==> src/rtl/button_conditioner_if.sv <==
// Board-side bundle for the arrow-button front end: raw buttons and pause in,
// conditioned levels, press pulses and chord events out.
interface button_conditioner_if;
    logic       btnU;
    logic       btnD;
    logic       btnL;
    logic       btnR;
    logic       pause;
    logic [3:0] btn_level;
    logic [3:0] press_pulse;
    logic [3:0] chord;
    logic       chord_valid;

    modport master (
        output btnU, btnD, btnL, btnR, pause,
        input  btn_level, press_pulse, chord, chord_valid
    );

    modport slave (
        input  btnU, btnD, btnL, btnR, pause,
        output btn_level, press_pulse, chord, chord_valid
    );
endinterface

==> src/rtl/button_conditioner.sv <==
// Arrow-button conditioner: per-button synchroniser, debouncer and press-edge
// detector, followed by a chord collector merging presses inside a time window.
module button_conditioner #(
    parameter int unsigned DEBOUNCE_CYCLES = 1000000,
    parameter int unsigned DB_BITS         = 20,
    parameter int unsigned CHORD_CYCLES    = 2000000,
    parameter int unsigned CH_BITS         = 21
) (
    input  logic                 clk,
    input  logic                 reset_n,
    button_conditioner_if.slave  bus
);

    localparam logic [DB_BITS-1:0] DB_MAX = DB_BITS'(DEBOUNCE_CYCLES - 1);
    localparam logic [CH_BITS-1:0] CH_MAX = CH_BITS'(CHORD_CYCLES - 1);

    typedef enum logic [1:0] {
        IDLE    = 2'd0,
        COLLECT = 2'd1,
        EMIT    = 2'd2
    } state_t;

    logic [3:0]              raw_s;
    logic [3:0]              sync1_q, sync1_d;
    logic [3:0]              sync2_q, sync2_d;
    logic [3:0][DB_BITS-1:0] cnt_q, cnt_d;
    logic [3:0]              level_q, level_d;
    logic [3:0]              pulse_q, pulse_d;
    state_t                  state_q, state_d;
    logic [3:0]              acc_q, acc_d;
    logic [CH_BITS-1:0]      timer_q, timer_d;
    logic [3:0]              chord_q, chord_d;
    logic                    chord_valid_q, chord_valid_d;

    assign raw_s = {bus.btnU, bus.btnD, bus.btnL, bus.btnR};

    // Synchronise, debounce and detect the rising edge of each button level.
    always_comb begin
        sync1_d = raw_s;
        sync2_d = sync1_q;
        cnt_d   = cnt_q;
        level_d = level_q;
        for (int i = 0; i < 4; i++) begin
            if (sync2_q[i] == level_q[i]) begin
                cnt_d[i] = '0;
            end else if (cnt_q[i] == DB_MAX) begin
                level_d[i] = sync2_q[i];
                cnt_d[i]   = '0;
            end else begin
                cnt_d[i] = cnt_q[i] + DB_BITS'(1);
            end
        end
        // The pulse is registered alongside the level so both appear in the same cycle.
        pulse_d = level_d & ~level_q;
    end

    // Chord collector: next state, accumulator, window timer and strobe.
    always_comb begin
        state_d       = state_q;
        acc_d         = acc_q;
        timer_d       = timer_q;
        chord_d       = chord_q;
        chord_valid_d = 1'b0;
        if (bus.pause) begin
            state_d = IDLE;
            acc_d   = 4'b0000;
            timer_d = '0;
        end else begin
            case (state_q)
                IDLE: begin
                    timer_d = '0;
                    if (pulse_q != 4'b0000) begin
                        state_d = COLLECT;
                        acc_d   = pulse_q;
                    end else begin
                        acc_d = 4'b0000;
                    end
                end
                COLLECT: begin
                    acc_d = acc_q | pulse_q;
                    if (timer_q == CH_MAX) begin
                        // Strobe is registered on entry so it is visible during EMIT.
                        state_d       = EMIT;
                        chord_d       = acc_q | pulse_q;
                        chord_valid_d = 1'b1;
                        timer_d       = '0;
                    end else begin
                        timer_d = timer_q + CH_BITS'(1);
                    end
                end
                EMIT: begin
                    timer_d = '0;
                    if (pulse_q != 4'b0000) begin
                        state_d = COLLECT;
                        acc_d   = pulse_q;
                    end else begin
                        state_d = IDLE;
                        acc_d   = 4'b0000;
                    end
                end
                default: begin
                    state_d = IDLE;
                    acc_d   = 4'b0000;
                    timer_d = '0;
                end
            endcase
        end
    end

    // State register with synchronous active-low reset.
    always_ff @(posedge clk) begin
        if (!reset_n) begin
            sync1_q       <= 4'b0000;
            sync2_q       <= 4'b0000;
            cnt_q         <= '0;
            level_q       <= 4'b0000;
            pulse_q       <= 4'b0000;
            state_q       <= IDLE;
            acc_q         <= 4'b0000;
            timer_q       <= '0;
            chord_q       <= 4'b0000;
            chord_valid_q <= 1'b0;
        end else begin
            sync1_q       <= sync1_d;
            sync2_q       <= sync2_d;
            cnt_q         <= cnt_d;
            level_q       <= level_d;
            pulse_q       <= pulse_d;
            state_q       <= state_d;
            acc_q         <= acc_d;
            timer_q       <= timer_d;
            chord_q       <= chord_d;
            chord_valid_q <= chord_valid_d;
        end
    end

    assign bus.btn_level   = level_q;
    assign bus.press_pulse = pulse_q;
    assign bus.chord       = chord_q;
    assign bus.chord_valid = chord_valid_q;

endmodule

==> src/flat_wrapper.sv <==
// flat-port wrapper written by rule: the top's interface ports become plain ports
module button_conditioner_flat 
#(
    parameter int unsigned DEBOUNCE_CYCLES = 1000000,
    parameter int unsigned DB_BITS         = 20,
    parameter int unsigned CHORD_CYCLES    = 2000000,
    parameter int unsigned CH_BITS         = 21
)
  (clk, reset_n, bus_btnU, bus_btnD, bus_btnL, bus_btnR, bus_pause, bus_btn_level, bus_press_pulse, bus_chord, bus_chord_valid);
  button_conditioner_if bus_i ();
  input  logic clk;
  input  logic reset_n;
  input wire logic [$bits(bus_i.btnU)-1:0] bus_btnU;
  input wire logic [$bits(bus_i.btnD)-1:0] bus_btnD;
  input wire logic [$bits(bus_i.btnL)-1:0] bus_btnL;
  input wire logic [$bits(bus_i.btnR)-1:0] bus_btnR;
  input wire logic [$bits(bus_i.pause)-1:0] bus_pause;
  output wire logic [$bits(bus_i.btn_level)-1:0] bus_btn_level;
  output wire logic [$bits(bus_i.press_pulse)-1:0] bus_press_pulse;
  output wire logic [$bits(bus_i.chord)-1:0] bus_chord;
  output wire logic [$bits(bus_i.chord_valid)-1:0] bus_chord_valid;
  assign bus_i.btnU = bus_btnU;
  assign bus_i.btnD = bus_btnD;
  assign bus_i.btnL = bus_btnL;
  assign bus_i.btnR = bus_btnR;
  assign bus_i.pause = bus_pause;
  assign bus_btn_level = bus_i.btn_level;
  assign bus_press_pulse = bus_i.press_pulse;
  assign bus_chord = bus_i.chord;
  assign bus_chord_valid = bus_i.chord_valid;
  button_conditioner #(.DEBOUNCE_CYCLES(DEBOUNCE_CYCLES), .DB_BITS(DB_BITS), .CHORD_CYCLES(CHORD_CYCLES), .CH_BITS(CH_BITS)) u_core (.clk(clk), .reset_n(reset_n), .bus(bus_i));
endmodule
==> config.mk <==
export PLATFORM = sky130hd
export DESIGN_NAME = button_conditioner_flat
export DESIGN_NICKNAME = d
export VERILOG_FILES = /design/src/rtl/button_conditioner_if.sv /design/src/rtl/button_conditioner.sv /design/src/flat_wrapper.sv
export SDC_FILE = /design/constraint.sdc
export NUM_CORES = 1
export LEC_CHECK = 0
export CAP_MARGIN = 20
export CORE_MARGIN = 3
export CORE_UTILIZATION = 25
export DETAILED_ROUTE_END_ITERATION = 12
export PLACE_DENSITY_LB_ADDON = 0.08
export SYNTH_ARGS = -nofsm -noshare
export SYNTH_HDL_FRONTEND = slang
export SYNTH_SLANG_ARGS = --single-unit
export TNS_END_PERCENT = 20
==> constraint.sdc <==
create_clock -name clk -period 2.2 [get_ports clk]
set_input_delay 0.33 -clock clk [delete_from_list [all_inputs] [get_ports clk]]
set_output_delay 0.33 -clock clk [all_outputs]
set_load 0.01 [all_outputs]
==> results of run 1 <==
## layer usage
layer,vias up,track usage (%),wire length (um)
met5,-,0,0
met4,0,3.66,169
met3,15,3.04,305
met2,35,17.9,5810
met1,2065,13.2,5870
li1,2282,-,-
## area by class of cell
class,count,share of cell area [%]
Multi-Input combinational cell,458,41.4
Sequential cell,128,38.6
Clock buffer,19,6.68
Tap cell,275,5.19
Timing Repair Buffer,38,5.02
Clock inverter,13,2.11
Inverter,17,0.962
## through the flow
stage | hold WS (ps) | setup WS (ps) | cells | util (%)
2_1_floorplan | 412 | 317 | 625 | -
3_3_place_gp | 418 | 200 | 916 | 28.4
3_5_place_dp | 422 | 156 | 916 | 28.4
4_1_cts | 436 | 147 | 948 | 31.2
5_1_grt | 444 | 14.2 | 948 | 31.2
6_report | 432 | 155 | 948 | 31.2
## worst max-delay path by stage
stage,to,slack [ps],from
6_report,u_core.cnt_q[28]$_SDFF_PP0_,160,u_core.cnt_q[31]$_SDFF_PP0_
3_3_place_gp,u_core.cnt_q[34]$_SDFF_PP0_,200,u_core.cnt_q[31]$_SDFF_PP0_
4_1_cts,u_core.cnt_q[28]$_SDFF_PP0_,150,u_core.cnt_q[31]$_SDFF_PP0_
3_5_place_dp,u_core.cnt_q[18]$_SDFF_PP0_,160,u_core.cnt_q[6]$_SDFF_PP0_
5_1_grt,u_core.cnt_q[28]$_SDFF_PP0_,10,u_core.cnt_q[31]$_SDFF_PP0_
2_1_floorplan,u_core.cnt_q[38]$_SDFF_PP0_,320,u_core.cnt_q[31]$_SDFF_PP0_
## flip-flops by register name, indices dropped and copies added (netlist names)
| signal | count |
|---|---|
| u_core.bus.chord_valid | 1 |
| u_core.acc_q | 4 |
| u_core.state_q | 2 |
| u_core.bus.btn_level | 4 |
| u_core.timer_q | 21 |
| u_core.bus.press_pulse | 4 |
| u_core.sync1_q | 4 |
| u_core.sync2_q | 4 |
| u_core.cnt_q | 80 |
| u_core.bus.chord | 4 |
## power by group
group,internal (W),switching (W)
Combinational,0.0000233,0.0000318
Sequential,0.00233,0.00000568
Clock,0.00170,0.00106
Total,0.00405,0.00110
## cells in the mapped netlist, drive strengths merged, types with 4 or more instances
| master | count | area share (%) |
|---|---|---|
| o211ai | 4 | 0.64 |
| nor3 | 9 | 0.82 |
| and4 | 10 | 1.6 |
| nor2 | 84 | 5.8 |
| xnor2 | 30 | 4.8 |
| inv | 17 | 1.2 |
| and2 | 14 | 1.6 |
| nor4b | 8 | 1.3 |
| or4 | 13 | 1.8 |
| nor4 | 12 | 1.5 |
| buf | 6 | 0.73 |
| xor2 | 33 | 5.3 |
| o21ai | 32 | 2.9 |
| or4b | 4 | 0.73 |
| or3 | 29 | 3.3 |
| nand3 | 40 | 3.7 |
| o31ai | 9 | 1.2 |
| ha | 5 | 1.1 |
| a21oi | 40 | 3.7 |
| clkbuf | 16 | 1.1 |
| nand4 | 23 | 2.7 |
| and3 | 9 | 1.0 |
| nand2 | 34 | 2.3 |
| dfxtp | 128 | 47 |
| mux2i | 4 | 0.73 |
## logic make-up after synthesis
family	after synthesis	synth area share (%)
adder cells (fa/ha/maj)	5	1.14
AND/OR/NAND/NOR	299	29.5
XOR/XNOR	63	10.1
multiplexers	4	0.731
buffers and inverters	39	2.99
AO/OA/AOI/OAI	87	8.77
flip-flops	128	46.8
## worst register-to-register path, delay by kind of cell, from the launching register on
family / cells / cell delay [ps]
and+or+nand+nor: 3 / 1130
buffers and inverters: 1 / 230
AOI/OAI and AO/OA: 1 / 220
DFF: 1 / 350
==> results.ini, run 1 <==
[min_path]
whs_path_depth = 1
hold_path_class = flip-flop to flip-flop
hp-start = u_core.sync1_q[3]$_SDFF_PN0_
holdPathEnd = u_core.sync2_q[3]$_SDFF_PN0_

[die]
design.core.area_mm2 = 0.0213
row_count = 53
dieWidth_um = 154
die_h_um = 154
die_area_mm2 = 0.0237
start_util_pct = 25.7
ios = 20

[setup_path]
r2r-start = u_core.cnt_q[31]$_SDFF_PP0_
slowest_delay_ps = 560
critPathBufInv = 1
critPathTopFamily = simple AND/OR/NAND/NOR gates
critPathKind = flip-flop to flip-flop
reg2reg_to = u_core.cnt_q[28]$_SDFF_PP0_
rr_worst_depth = 5
cp-start-kind = flip-flop
r2r_setup_slack_ps = 160
crit_cells = 5
critPathMaxFanout = 13
crit_arrival_ps = 2350
cp_slowest_cell = or4b_1
crit_chain = or4b_1 -> or4_1 -> o211ai_1 -> buf_4 -> nor2_1
required_ps = 2510
worstSetupEndpointType = flip-flop

[final_layout]
seqCellArea_mm2 = 0.00256
stdcell_area_mm2 = 0.00664
diodes = 0
final_common_cell = dfxtp_1
fin_nets = 672
multi_input_area_mm2 = 0.00275
drive_above_1_share_pct = 8.47
fillers = 2220
final_cell_mix = dfxtp_1 (128), nor2_1 (84), a21oi_1 (40), nand3_1 (40), nand2_1 (34)
syn2layout_area_growth_pct = 21.2

[clock_network]
ctsResizeCount = 0
insertion_delay_ps = 420
cts.htree.levels = 4
cts.sinks = 128
cts_setup_buffers = 0
clk_path_buf_depth = 2
cts_buffers = 17
cts_tree = yes
cts-hold-fix-buffers = 0
clk_pin_slew_ps = 60
cts_root_buffer = clkbuf_16

[timing]
slew_headroom_pct = 69.5
timing.final.crit_share_pct = 93.0
drv_slew = 0
fin_tns_setup_ps = 0
hold_viol_final = 0
finalClockSkew_ps = 11.9
fmax_ghz = 0.489
period_needed_ps = 2040
setup_viol = 0
worst-slew-pin-transition_ps = 451
rsz0062_at_grt = no

[synthesis]
synthCells = 625
async_reset_ff_share_pct = 0
syn_area_mm2 = 0.00548
syn_area_per_cell_um2 = 8.76
ys_types = 37
synth_edf_count = 0
synth_flop_cell = dfxtp_1
ys_seq_elements = 128
ys_warn_count = 0
syn-num-nets = 637
yosysSeqAreaShare_pct = 46.8

[power]
ir_worst_vdd_mv = 0.348
p_leak_nw = 1.99
finalPower_w = 0.00515
p_per_area_mw_per_mm2 = 776

[detailed_routing]
route.detailed.drc = 0
post_drt_wl_per_cell_um = 12.8
drtIter0Drc = 227
ant_nets = 0
vias_per_cell = 4.64
routed_wl_mm = 12.2
vias = 4397
dr.pass1.iters = 4

[grt]
gr-total-overflow = 0
first_global_vias = 4242
grt_start_max_net_pins = 24
grt_pass1_wl_mm = 20.7
grt_use_total_pct = 10.7
grt_antenna_before_repair = 0

[place]
hpwl_mm = 8.65
port_buffers = 19
gp_congestion = 0.755
dpl_cell_area_mm2 = 0.00605

[job]
max_cap_violations = 0

[outcome]
status = finished, final reports clean

Note: power is estimated with default switching activity, not from simulation.
==> inputs of run 2 (changes only) <==
--- a/config.mk
+++ b/config.mk
@@ -8,6 +8,7 @@
 export CAP_MARGIN = 20
 export CORE_MARGIN = 3
 export CORE_UTILIZATION = 25
+export CTS_CLUSTER_SIZE = 30
 export DETAILED_ROUTE_END_ITERATION = 12
 export PLACE_DENSITY_LB_ADDON = 0.08
 export SYNTH_ARGS = -nofsm -noshare
==> results of run 2 <==
Final layout, timing and power as in run 1 (identical DEF).
==> inputs of run 3 (changes only) <==
--- a/config.mk
+++ b/config.mk
@@ -7,7 +7,7 @@
 export LEC_CHECK = 0
 export CAP_MARGIN = 20
 export CORE_MARGIN = 3
-export CORE_UTILIZATION = 25
+export CORE_UTILIZATION = 45
 export CTS_CLUSTER_SIZE = 30
 export DETAILED_ROUTE_END_ITERATION = 12
 export PLACE_DENSITY_LB_ADDON = 0.08
==> run 3 against run 2 <==
- critical path depth is the same
- combinational power is 5.1% lower
- cell count shrank 14%
==> results.ini, run 3 (synthesis gave the netlist of run 1 again) <==
[outcome]
status = finished, final reports clean

[timing]
worst-slew-pin-transition_ps = 439  ; -11.7 ps
setup_viol = 0  ; unchanged
period_needed_ps = 2020  ; -25.1 ps
drv_slew = 0  ; unchanged
fin_tns_setup_ps = 0  ; unchanged
timing.final.crit_share_pct = 91.8  ; -1.1 points
rsz0062_at_grt = no
hold_viol_final = 0  ; unchanged
fmax_ghz = 0.495  ; +1.2%
finalClockSkew_ps = 5.79  ; -6.14 ps
slew_headroom_pct = 70.3  ; +0.79 points

[setup_path]
cp-start-kind = flip-flop
crit_arrival_ps = 2320  ; -30 ps
critPathKind = flip-flop to flip-flop
critPathMaxFanout = 20  ; +7
required_ps = 2500  ; about the same
worstSetupEndpointType = flip-flop

[detailed_routing]
routed_wl_mm = 10.9  ; -10%
ant_nets = 0  ; unchanged
post_drt_wl_per_cell_um = 13.4  ; +4.7%
vias = 4375  ; -0.50%
route.detailed.drc = 0  ; unchanged
drtIter0Drc = 235  ; +3.5%
vias_per_cell = 5.39  ; +16%
dr.pass1.iters = 4  ; unchanged

[clock_network]
clk_pin_slew_ps = 50  ; about the same
clk_path_buf_depth = 2  ; unchanged
cts.sinks = 128  ; unchanged
cts-hold-fix-buffers = 0  ; unchanged
cts_setup_buffers = 0  ; unchanged
cts_root_buffer = clkbuf_16
cts.htree.levels = 4  ; unchanged
cts_tree = yes
cts_buffers = 17  ; unchanged
insertion_delay_ps = 410  ; about the same
ctsResizeCount = 0  ; unchanged

[grt]
gr-total-overflow = 0  ; unchanged
grt_pass1_wl_mm = 18.7  ; -9.3%
first_global_vias = 4213  ; -0.68%
grt_antenna_before_repair = 0  ; unchanged
grt_start_max_net_pins = 24  ; unchanged
grt_use_total_pct = 17.5  ; +6.8 points

[place]
port_buffers = 19  ; unchanged
gp_congestion = 0.807  ; +6.9%
hpwl_mm = 7.66  ; -11%
placed_cells = 779  ; -15%

[final_layout]
regMostFlops = u_core.cnt_q
fillers = 1096  ; -51%
final_common_cell = dfxtp_1
final_cell_mix = dfxtp_1 (128), nor2_1 (84), a21oi_1 (40), nand3_1 (40), nand2_1 (34)
diodes = 0  ; unchanged
fin_nets = 667  ; -0.74%
top_regs = u_core.cnt_q x80, u_core.timer_q x21
drive_above_1_share_pct = 7.78  ; -0.69 points
syn2layout_area_growth_pct = 17.9
largest_reg_flops = 80  ; unchanged
final_cells = 811  ; -14%

[power]
ir_worst_vdd_mv = 0.613  ; +76%
finalPower_w = 0.00514  ; -0.20%
p_per_area_mw_per_mm2 = 796  ; +2.6%
p_leak_nw = 1.98  ; -0.75%

[die]
design.core.area_mm2 = 0.0117  ; -45%
row_count = 39  ; -26%
die_area_mm2 = 0.0135  ; -43%
dieWidth_um = 116  ; -24%
ios = 20  ; unchanged
start_util_pct = 46.9  ; +21 points
die_h_um = 116  ; -24%

[min_path]
hold_path_class = flip-flop to flip-flop

[job]
max_cap_violations = 0  ; unchanged

==> run 3: changes by cell type in the layout (fill, tap and decap cells not counted), sizes merged <==
cell / delta
clkbuf: +1
inv: +1
buf: -5
clkinv: -2
==> run 3: worst paths after layout <==
path / cells past startpoint / end / slack, ps / start
min: 1 / u_core.sync2_q[0]$_SDFF_PN0_ / 430 / u_core.sync1_q[0]$_SDFF_PN0_
max: 5 / u_core.cnt_q[22]$_SDFF_PP0_ / 180 / u_core.cnt_q[31]$_SDFF_PP0_
min reg2reg: 1 / u_core.sync2_q[0]$_SDFF_PN0_ / 430 / u_core.sync1_q[0]$_SDFF_PN0_
max reg2reg: 5 / u_core.cnt_q[22]$_SDFF_PP0_ / 180 / u_core.cnt_q[31]$_SDFF_PP0_
==> run 3: power by group <==
| group | switching [W] | leakage [nW] | internal (W) | total (W) |
|---|---|---|---|---|
| clock | 0.00102 | 0.279 | 0.00173 | 0.00275 |
| combinational | 0.0000289 | 0.668 | 0.0000233 | 0.0000523 |
| sequential | 0.00000610 | 1.03 | 0.00233 | 0.00233 |
==> run 3: final cells by class <==
class	count	area (um2)	share of cell area, %
inverters	17	63.8	0.989
repair buffers	33	308	4.77
multi-input cells	458	2750	42.6
flip-flops and latches	128	2560	39.7
well taps	143	179	2.77
clock buffers	20	457	7.08
clock inverters	12	135	2.09
==> run 3: metrics by stage <==
| step | utilization [%] | worst slack [ps] | hold slack [ps] | instance area, um2 |
|---|---|---|---|---|
| finish | 55.3 | 180 | 430 | 6450 |
| detailed placement | 50.3 | 176 | 422 | 5860 |
| global route | 55.3 | 49.7 | 453 | 6450 |
| floorplan | - | 317 | 412 | 5480 |
| global placement | 50.3 | 210 | 415 | 5860 |
| CTS | 55.3 | 169 | 434 | 6450 |
==> run 3: metal layers <==
metal / wire length, um / track usage, % / vias up
li1: - / - / 2278
met1: 5190 / 20.9 / 2038
met4: 131 / 6.88 / 0
met3: 341 / 5.85 / 12
met5: 0 / 0 / -
met2: 5220 / 28.9 / 47
==> run 3: worst max-delay path, stage by stage (launching register included) <==
cell      delay [ps]
dfxtp_1          350
or4b_1           550
or4_1            500
o211ai_1         170
buf_4            260
nor2_1            80
